$ cat src/rtl/rgb_led_pwm.sv
// rgb_led_pwm: PWM driver for NUM_LEDS tri-colour LEDs.
//   - one shared prescaler / PWM counter / blink phase / breathe ramp
//   - one pending configuration slot, committed at a PWM period wrap
//   - per-LED duty registers and comparators in rgb_led_pwm_chan
// Optional feature: define RGB_LED_PWM_BREATHE_EN to build the breathe ramp.
// Without it, mode 11 (breathe) behaves exactly like steady.

// Per-LED channel: holds the active duties/mode for one RGB LED and
// produces its three registered PWM outputs.
module rgb_led_pwm_chan #(
    parameter int W = 8
) (
    input  logic         clk,
    input  logic         rst,
    input  logic         we,
    input  logic [W-1:0] r,
    input  logic [W-1:0] g,
    input  logic [W-1:0] b,
    input  logic [1:0]   mode,
    input  logic [W-1:0] pwm_cnt,
    input  logic         blink_on,
`ifdef RGB_LED_PWM_BREATHE_EN
    input  logic [W-1:0] ramp,
`endif
    output logic [2:0]   rgb
);

    // index 0 = R, 1 = G, 2 = B (matches the bit order on the rgb bus)
    logic [2:0][W-1:0] duty_q;
    logic [2:0][W-1:0] duty_eff;
    logic [1:0]        mode_q;

`ifdef RGB_LED_PWM_BREATHE_EN
    // Full 2W-bit product; the upper W bits give duty*ramp/2^W, truncated.
    logic [2:0][2*W-1:0] prod;
    for (genvar c = 0; c < 3; c++) begin : g_prod
        assign prod[c] = {{W{1'b0}}, duty_q[c]} * {{W{1'b0}}, ramp};
    end
`endif

    // Active configuration; only written on a commit (period boundary).
    always_ff @(posedge clk) begin
        if (rst) begin
            duty_q <= '0;
            mode_q <= 2'b00;
        end else if (we) begin
            duty_q <= {b, g, r};
            mode_q <= mode;
        end
    end

    // Effective duty per colour from the mode and the shared phase signals.
    always_comb begin
        duty_eff = '0;
        for (int c = 0; c < 3; c++) begin
            case (mode_q)
                2'b01:   duty_eff[c] = duty_q[c];
                2'b10:   duty_eff[c] = blink_on ? duty_q[c] : '0;
`ifdef RGB_LED_PWM_BREATHE_EN
                2'b11:   duty_eff[c] = prod[c][2*W-1:W];
`else
                2'b11:   duty_eff[c] = duty_q[c];
`endif
                default: duty_eff[c] = '0;
            endcase
        end
    end

    // Registered comparator: output lags pwm_cnt by one cycle.
    always_ff @(posedge clk) begin
        if (rst) begin
            rgb <= 3'b000;
        end else begin
            for (int c = 0; c < 3; c++) begin
                rgb[c] <= (pwm_cnt < duty_eff[c]);
            end
        end
    end

endmodule

// Top level: shared timing, configuration slot and the per-LED channels.
module rgb_led_pwm #(
    parameter int NUM_LEDS      = 2,
    parameter int PWM_WIDTH     = 8,
    parameter int PRESCALE      = 1000,
    parameter int BLINK_PERIODS = 64
) (
    input  logic                                              clk,
    input  logic                                              rst,
    input  logic                                              cfg_valid,
    output logic                                              cfg_ready,
    input  logic [((NUM_LEDS > 1) ? $clog2(NUM_LEDS) : 1)-1:0] cfg_led,
    input  logic [PWM_WIDTH-1:0]                              cfg_r,
    input  logic [PWM_WIDTH-1:0]                              cfg_g,
    input  logic [PWM_WIDTH-1:0]                              cfg_b,
    input  logic [1:0]                                        cfg_mode,
    output logic [3*NUM_LEDS-1:0]                             rgb,
    output logic                                              period_tick
);

    localparam int LED_W = (NUM_LEDS > 1) ? $clog2(NUM_LEDS) : 1;
    localparam int PRE_W = (PRESCALE > 1) ? $clog2(PRESCALE) : 1;
    localparam int BLK_W = (BLINK_PERIODS > 1) ? $clog2(BLINK_PERIODS) : 1;
    localparam logic [PWM_WIDTH-1:0] PWM_MAX = '1;

    typedef struct packed {
        logic [LED_W-1:0]     led;
        logic [PWM_WIDTH-1:0] r;
        logic [PWM_WIDTH-1:0] g;
        logic [PWM_WIDTH-1:0] b;
        logic [1:0]           mode;
    } cfg_t;

    logic [PRE_W-1:0]     pre_cnt;
    logic                 tick;
    logic [PWM_WIDTH-1:0] pwm_cnt;
    logic                 wrap;
    logic [BLK_W-1:0]     blink_cnt;
    logic                 blink_on;
    cfg_t                 slot;
    logic                 pending;
    logic                 accept;
    logic                 commit;
    logic [NUM_LEDS-1:0][2:0] led_q;

    assign tick      = (pre_cnt == PRE_W'(PRESCALE - 1));
    assign wrap      = tick && (pwm_cnt == PWM_MAX);
    assign cfg_ready = !pending && !rst;
    assign accept    = cfg_valid && cfg_ready;
    // pending blocks cfg_ready, so accept and commit are never both true.
    assign commit    = wrap && pending;
    assign rgb       = led_q;

    // Prescaler: one PWM tick every PRESCALE clocks.
    always_ff @(posedge clk) begin
        if (rst || tick) pre_cnt <= '0;
        else             pre_cnt <= pre_cnt + 1'b1;
    end

    // PWM counter, free-running modulo 2^W in ticks.
    always_ff @(posedge clk) begin
        if (rst)       pwm_cnt <= '0;
        else if (tick) pwm_cnt <= pwm_cnt + 1'b1;
    end

    // Period pulse, one cycle after the wrap it marks.
    always_ff @(posedge clk) begin
        if (rst) period_tick <= 1'b0;
        else     period_tick <= wrap;
    end

    // Single-entry configuration slot; drained at the next period wrap.
    always_ff @(posedge clk) begin
        if (rst) begin
            pending <= 1'b0;
            slot    <= '0;
        end else if (accept) begin
            pending <= 1'b1;
            slot    <= '{led: cfg_led, r: cfg_r, g: cfg_g, b: cfg_b, mode: cfg_mode};
        end else if (commit) begin
            pending <= 1'b0;
        end
    end

    // Shared blink phase: blink_on flips every BLINK_PERIODS periods and is
    // never disturbed by configuration writes.
    always_ff @(posedge clk) begin
        if (rst) begin
            blink_cnt <= '0;
            blink_on  <= 1'b1;
        end else if (wrap) begin
            if (blink_cnt == BLK_W'(BLINK_PERIODS - 1)) begin
                blink_cnt <= '0;
                blink_on  <= !blink_on;
            end else begin
                blink_cnt <= blink_cnt + 1'b1;
            end
        end
    end

`ifdef RGB_LED_PWM_BREATHE_EN
    logic [PWM_WIDTH-1:0] ramp;
    logic                 ramp_up;

    // Triangle ramp, one step per period; each endpoint lasts one period.
    always_ff @(posedge clk) begin
        if (rst) begin
            ramp    <= '0;
            ramp_up <= 1'b1;
        end else if (wrap) begin
            if (ramp_up) begin
                if (ramp == PWM_MAX) begin
                    ramp    <= ramp - 1'b1;
                    ramp_up <= 1'b0;
                end else begin
                    ramp <= ramp + 1'b1;
                end
            end else begin
                if (ramp == '0) begin
                    ramp    <= ramp + 1'b1;
                    ramp_up <= 1'b1;
                end else begin
                    ramp <= ramp - 1'b1;
                end
            end
        end
    end
`endif

    // Per-LED channels; an out-of-range slot.led matches no channel and the
    // committed entry is simply dropped.
    for (genvar i = 0; i < NUM_LEDS; i++) begin : g_led
        rgb_led_pwm_chan #(.W(PWM_WIDTH)) u_chan (
            .clk      (clk),
            .rst      (rst),
            .we       (commit && (slot.led == LED_W'(i))),
            .r        (slot.r),
            .g        (slot.g),
            .b        (slot.b),
            .mode     (slot.mode),
            .pwm_cnt  (pwm_cnt),
            .blink_on (blink_on),
`ifdef RGB_LED_PWM_BREATHE_EN
            .ramp     (ramp),
`endif
            .rgb      (led_q[i])
        );
    end

endmodule

$ cat config.mk
export PLATFORM = sky130hd
export DESIGN_NAME = rgb_led_pwm
export DESIGN_NICKNAME = d
export VERILOG_FILES = /design/src/rtl/rgb_led_pwm.sv
export SDC_FILE = /design/constraint.sdc
export NUM_CORES = 1
export LEC_CHECK = 0
export ABC_AREA = 1
export BUFFER_PORTS_ARGS = -buffer_cell sky130_fd_sc_hd__buf_4
export CELL_PAD_IN_SITES_DETAIL_PLACEMENT = 0
export CELL_PAD_IN_SITES_GLOBAL_PLACEMENT = 1
export CORE_ASPECT_RATIO = 0.9
export CORE_MARGIN = 3
export CORE_UTILIZATION = 25
export CTS_BUF_LIST = sky130_fd_sc_hd__clkbuf_2
export DETAILED_ROUTE_END_ITERATION = 6
export GPL_TIMING_DRIVEN = 0
export HOLD_SLACK_MARGIN = 0.05
export PLACE_DENSITY = 0.58
export SYNTH_ARGS = -nofsm -noshare
export SYNTH_HDL_FRONTEND = slang
export SYNTH_HIERARCHICAL = 1
export SYNTH_SLANG_ARGS = --single-unit
$ cat constraint.sdc
create_clock -name clk -period 2.5 [get_ports clk]
set_input_delay 0.5 -clock clk [delete_from_list [all_inputs] [get_ports clk]]
set_output_delay 0.5 -clock clk [all_outputs]
set_load 0.005 [all_outputs]
==> qor.txt <==
post-DR vias/cell: 4.109
LEAKAGE: 2.705 nW
min-delay src: cfg_led
HP Class: input port to flop
post-route insts no fill: 1,109
post-synthesis cell count: 742
Initial Util: 25.71%
CP max stage cell: dfxtp_1
CTS tree: built
Setup TNS Final: 0 ns
nets@finish: 891
share of cells above drive strength 1: 13.40%
Synth Register Bits: 112
final setup fails: 0
critical path class: flop to flop
ANT nets after route: 0
placed cell area: 6016 µm²
Final Hold Violating Endpoints: 0
Final Power: 2.925 mW
crit-path max FO: 10
Post-Syn Area: 5388 µm²
post-synth top area share: 41.62%
DRT Wirelength: 14.62 mm
cell taking the most area after synthesis: dfxtp_1
DR vias: 4,557
min cycle time layout: 2.315 ns
register area: 2257 µm²
first-pass GRT wire length: 23.63 mm
hpwl dp: 10.87 mm
utilization after layout: 30.67%
CP Capture Type: flop
run status: finished clean
Distinct cells, synth: 30
EDFF count, synth: 0
reg2reg start: pre_cnt[0]
grt ovf: 0
largest net degree at the start of global routing: 22
sequential share of the synthesized area: 41.62%
Synth area leaders: dfxtp_1 42%, nand2_1 20%, ha_1 10%, a21oi_1 6.8%, nor2_1 4.2%
Crit path largest cell delay: 0.47 ns
Max Transition Viols Final: 0
# IOs: 38
die width: 160.7 µm
crit-path most repeated cell: nand2_1
worst reg2reg path endpoint: g_led[1].u_chan/duty_q[5]
Chip Height: 145.3 µm
Hold Slack: 0.1305 ns
unrepaired setup endpoints after global routing: true
Synth Area per Inst: 7.261 µm²
Final Cycle Share: 92.61%
Slew Limit Headroom: 58.68%
WP data arrival: 2.91 ns
crit path cell chain: ha_1, nand2_2, nor2_4, nand3_4, nor2_8, nand2_1, nor2_1, buf_2, nand2_1, a21oi_1
Worst Setup SP: pre_cnt[0]
Post-synth top flop: dfxtp_1
DRC: 0
slack of the worst reg-to-reg path: 0.18 ns
end point of the critical path: g_led[1].u_chan/duty_q[5]
Worst VDD drop: 0.1934 mV
Placement Setup Slack: -0.1758 ns
H-tree levels: 3
row cnt: 50
Final Cell Area: 6429 µm²
DRT Pass-1 Iters: 4
Pwr Density: 455.0 nW/µm²
Clock Latency Late Sink: 0.66 ns
Ys Warns: 6
initial antenna violation count: 1
Port Buffer Count: 36
Starting DRT DRC Count: 228
# clock sinks: 112
Post-CTS Setup Bufs: 0
syn nets: 817
final setup margin: 0.1846 ns
TritonCTS Buffers: 9
Reg clk slew, reported paths: 0.35 ns
Worst Path Required: 3.09 ns
area of the multi-input gates: 2828 µm²
fmax: 431.9 MHz
GRT Total Usage: 12.85%
Worst-Margin Slew: 0.6197 ns
Max Cap Viol: 0
die area: 23,350 µm²
root buffer cell: clkbuf_2
Setup Skew: 0.04842 ns
CP Launch Type: flop
routability congestion estimate: 0.7366
vias in the first global route: 4,288
WL per Instance: 13.18 µm
area grow syn2layout: 19.32%
fill count: 2,315
clock buffer depth: 2
Async S/R FF share, synth: 0%
FF-to-FF path depth: 10
Post-Place Cells: 1,064
Core Region: 20,960 µm²
[what timing repair did]
| action | CTS | global route |
|---|---|---|
| pin swaps | 0 | 0 |
| hold endpoints to repair | 39 | 0 |
| hold buffers | 27 | 0 |
| gates resized for setup | 7 | 4 |
| setup endpoints to repair | 52 | 35 |
[area by class of cell]
cell class              count  share of cell area [%]
clock inverters             7                   1.168
multi-input cells         556                   43.99
inverters                  43                   2.511
diodes                      2                 0.07785
repair buffers             63                   8.408
flip-flops and latches    112                   35.11
plain buffers              31                   2.472
well taps                 286                   5.566
clock buffers               9                  0.7007
[cells in the mapped netlist, types with 3 or more instances]
cell type / count
a211oi_1: 14
a21oi_1: 73
buf_2: 22
clkbuf_1: 6
dfxtp_1: 112
ha_1: 45
inv_1: 35
inv_2: 6
nand2_1: 286
nand2_2: 6
nand3_1: 35
nand4_1: 4
nor2_1: 60
nor2_2: 5
nor2_4: 3
nor3_1: 3
o21ai_0: 9
xor2_1: 4
[cell families (layout without fill, tap and decap cells)]
logic type | count (synthesis) | count (layout) | synth area share (%)
other | 0 | 2 | 0
buffers and inverters | 74 | 153 | 5.945
AOI/OAI and AO/OA | 97 | 97 | 9.707
xor gates and xnor gates | 5 | 5 | 0.8128
adders and majority gates | 45 | 45 | 10.45
DFF | 112 | 112 | 41.62
and+or+nand+nor | 409 | 409 | 31.47
[layer usage]
layer  track usage, %  wire length (µm)  up-vias
met5                0                 0        -
met4            4.129               206        0
met3            1.484               353       14
met2            19.15              6068       62
met1            19.22              7993     1938
li1                 -                 -     2543
[worst min path at each step]
stage | to | slack [ns] | cells past startpoint
floorplan | g_led[0].u_chan/duty_q[18] | 0.44 | 2
global placement | g_led[0].u_chan/duty_q[18] | 0.45 | 2
global route | slot[26] | 0.10 | 3
finish | slot[26] | 0.13 | 3
CTS | slot[26] | 0.08 | 3
detailed placement | g_led[1].u_chan/duty_q[21] | 0.45 | 2
[state kept, by name (all words and copies together) (netlist names)]
signal	flops
g_led.u_chan/duty_q	48
slot	27
pre_cnt	10
pwm_cnt	8
blink_cnt	6
g_led.u_chan/rgb	6
g_led.u_chan/mode_q	4
blink_on	1
pending	1
period_tick	1
[report_power, final]
part	total (mW)	switching (mW)	leakage [nW]	internal (mW)
sequential	1.89	0.0508	0.912	1.83
clock	0.866	0.699	0.0743	0.167
combinational	0.174	0.0861	1.72	0.0878
[placed cells by master, fill, tap and decap left out, types with 9 or more instances in the layout]
cell and count:
nand2_1 286, clkbuf_2 9, nand3_1 35, nor2_1 59
buf_2 22, inv_1 35, dlygate4sd3_1 27, buf_4 38
o21ai_0 9, a21oi_1 73, ha_1 45, dfxtp_1 104
a211oi_1 14
[worst max-delay path: cells and delay by family, from the launching register on]
kind | cells | cell delay (ns)
AO/OA/AOI/OAI | 1 | 0.13
buffers and inverters | 1 | 0.32
flip-flops | 1 | 0.47
AND/OR/NAND/NOR | 7 | 1.12
adder cells (fa/ha/maj) | 1 | 0.22
Note: power is estimated with default switching activity, not from simulation.
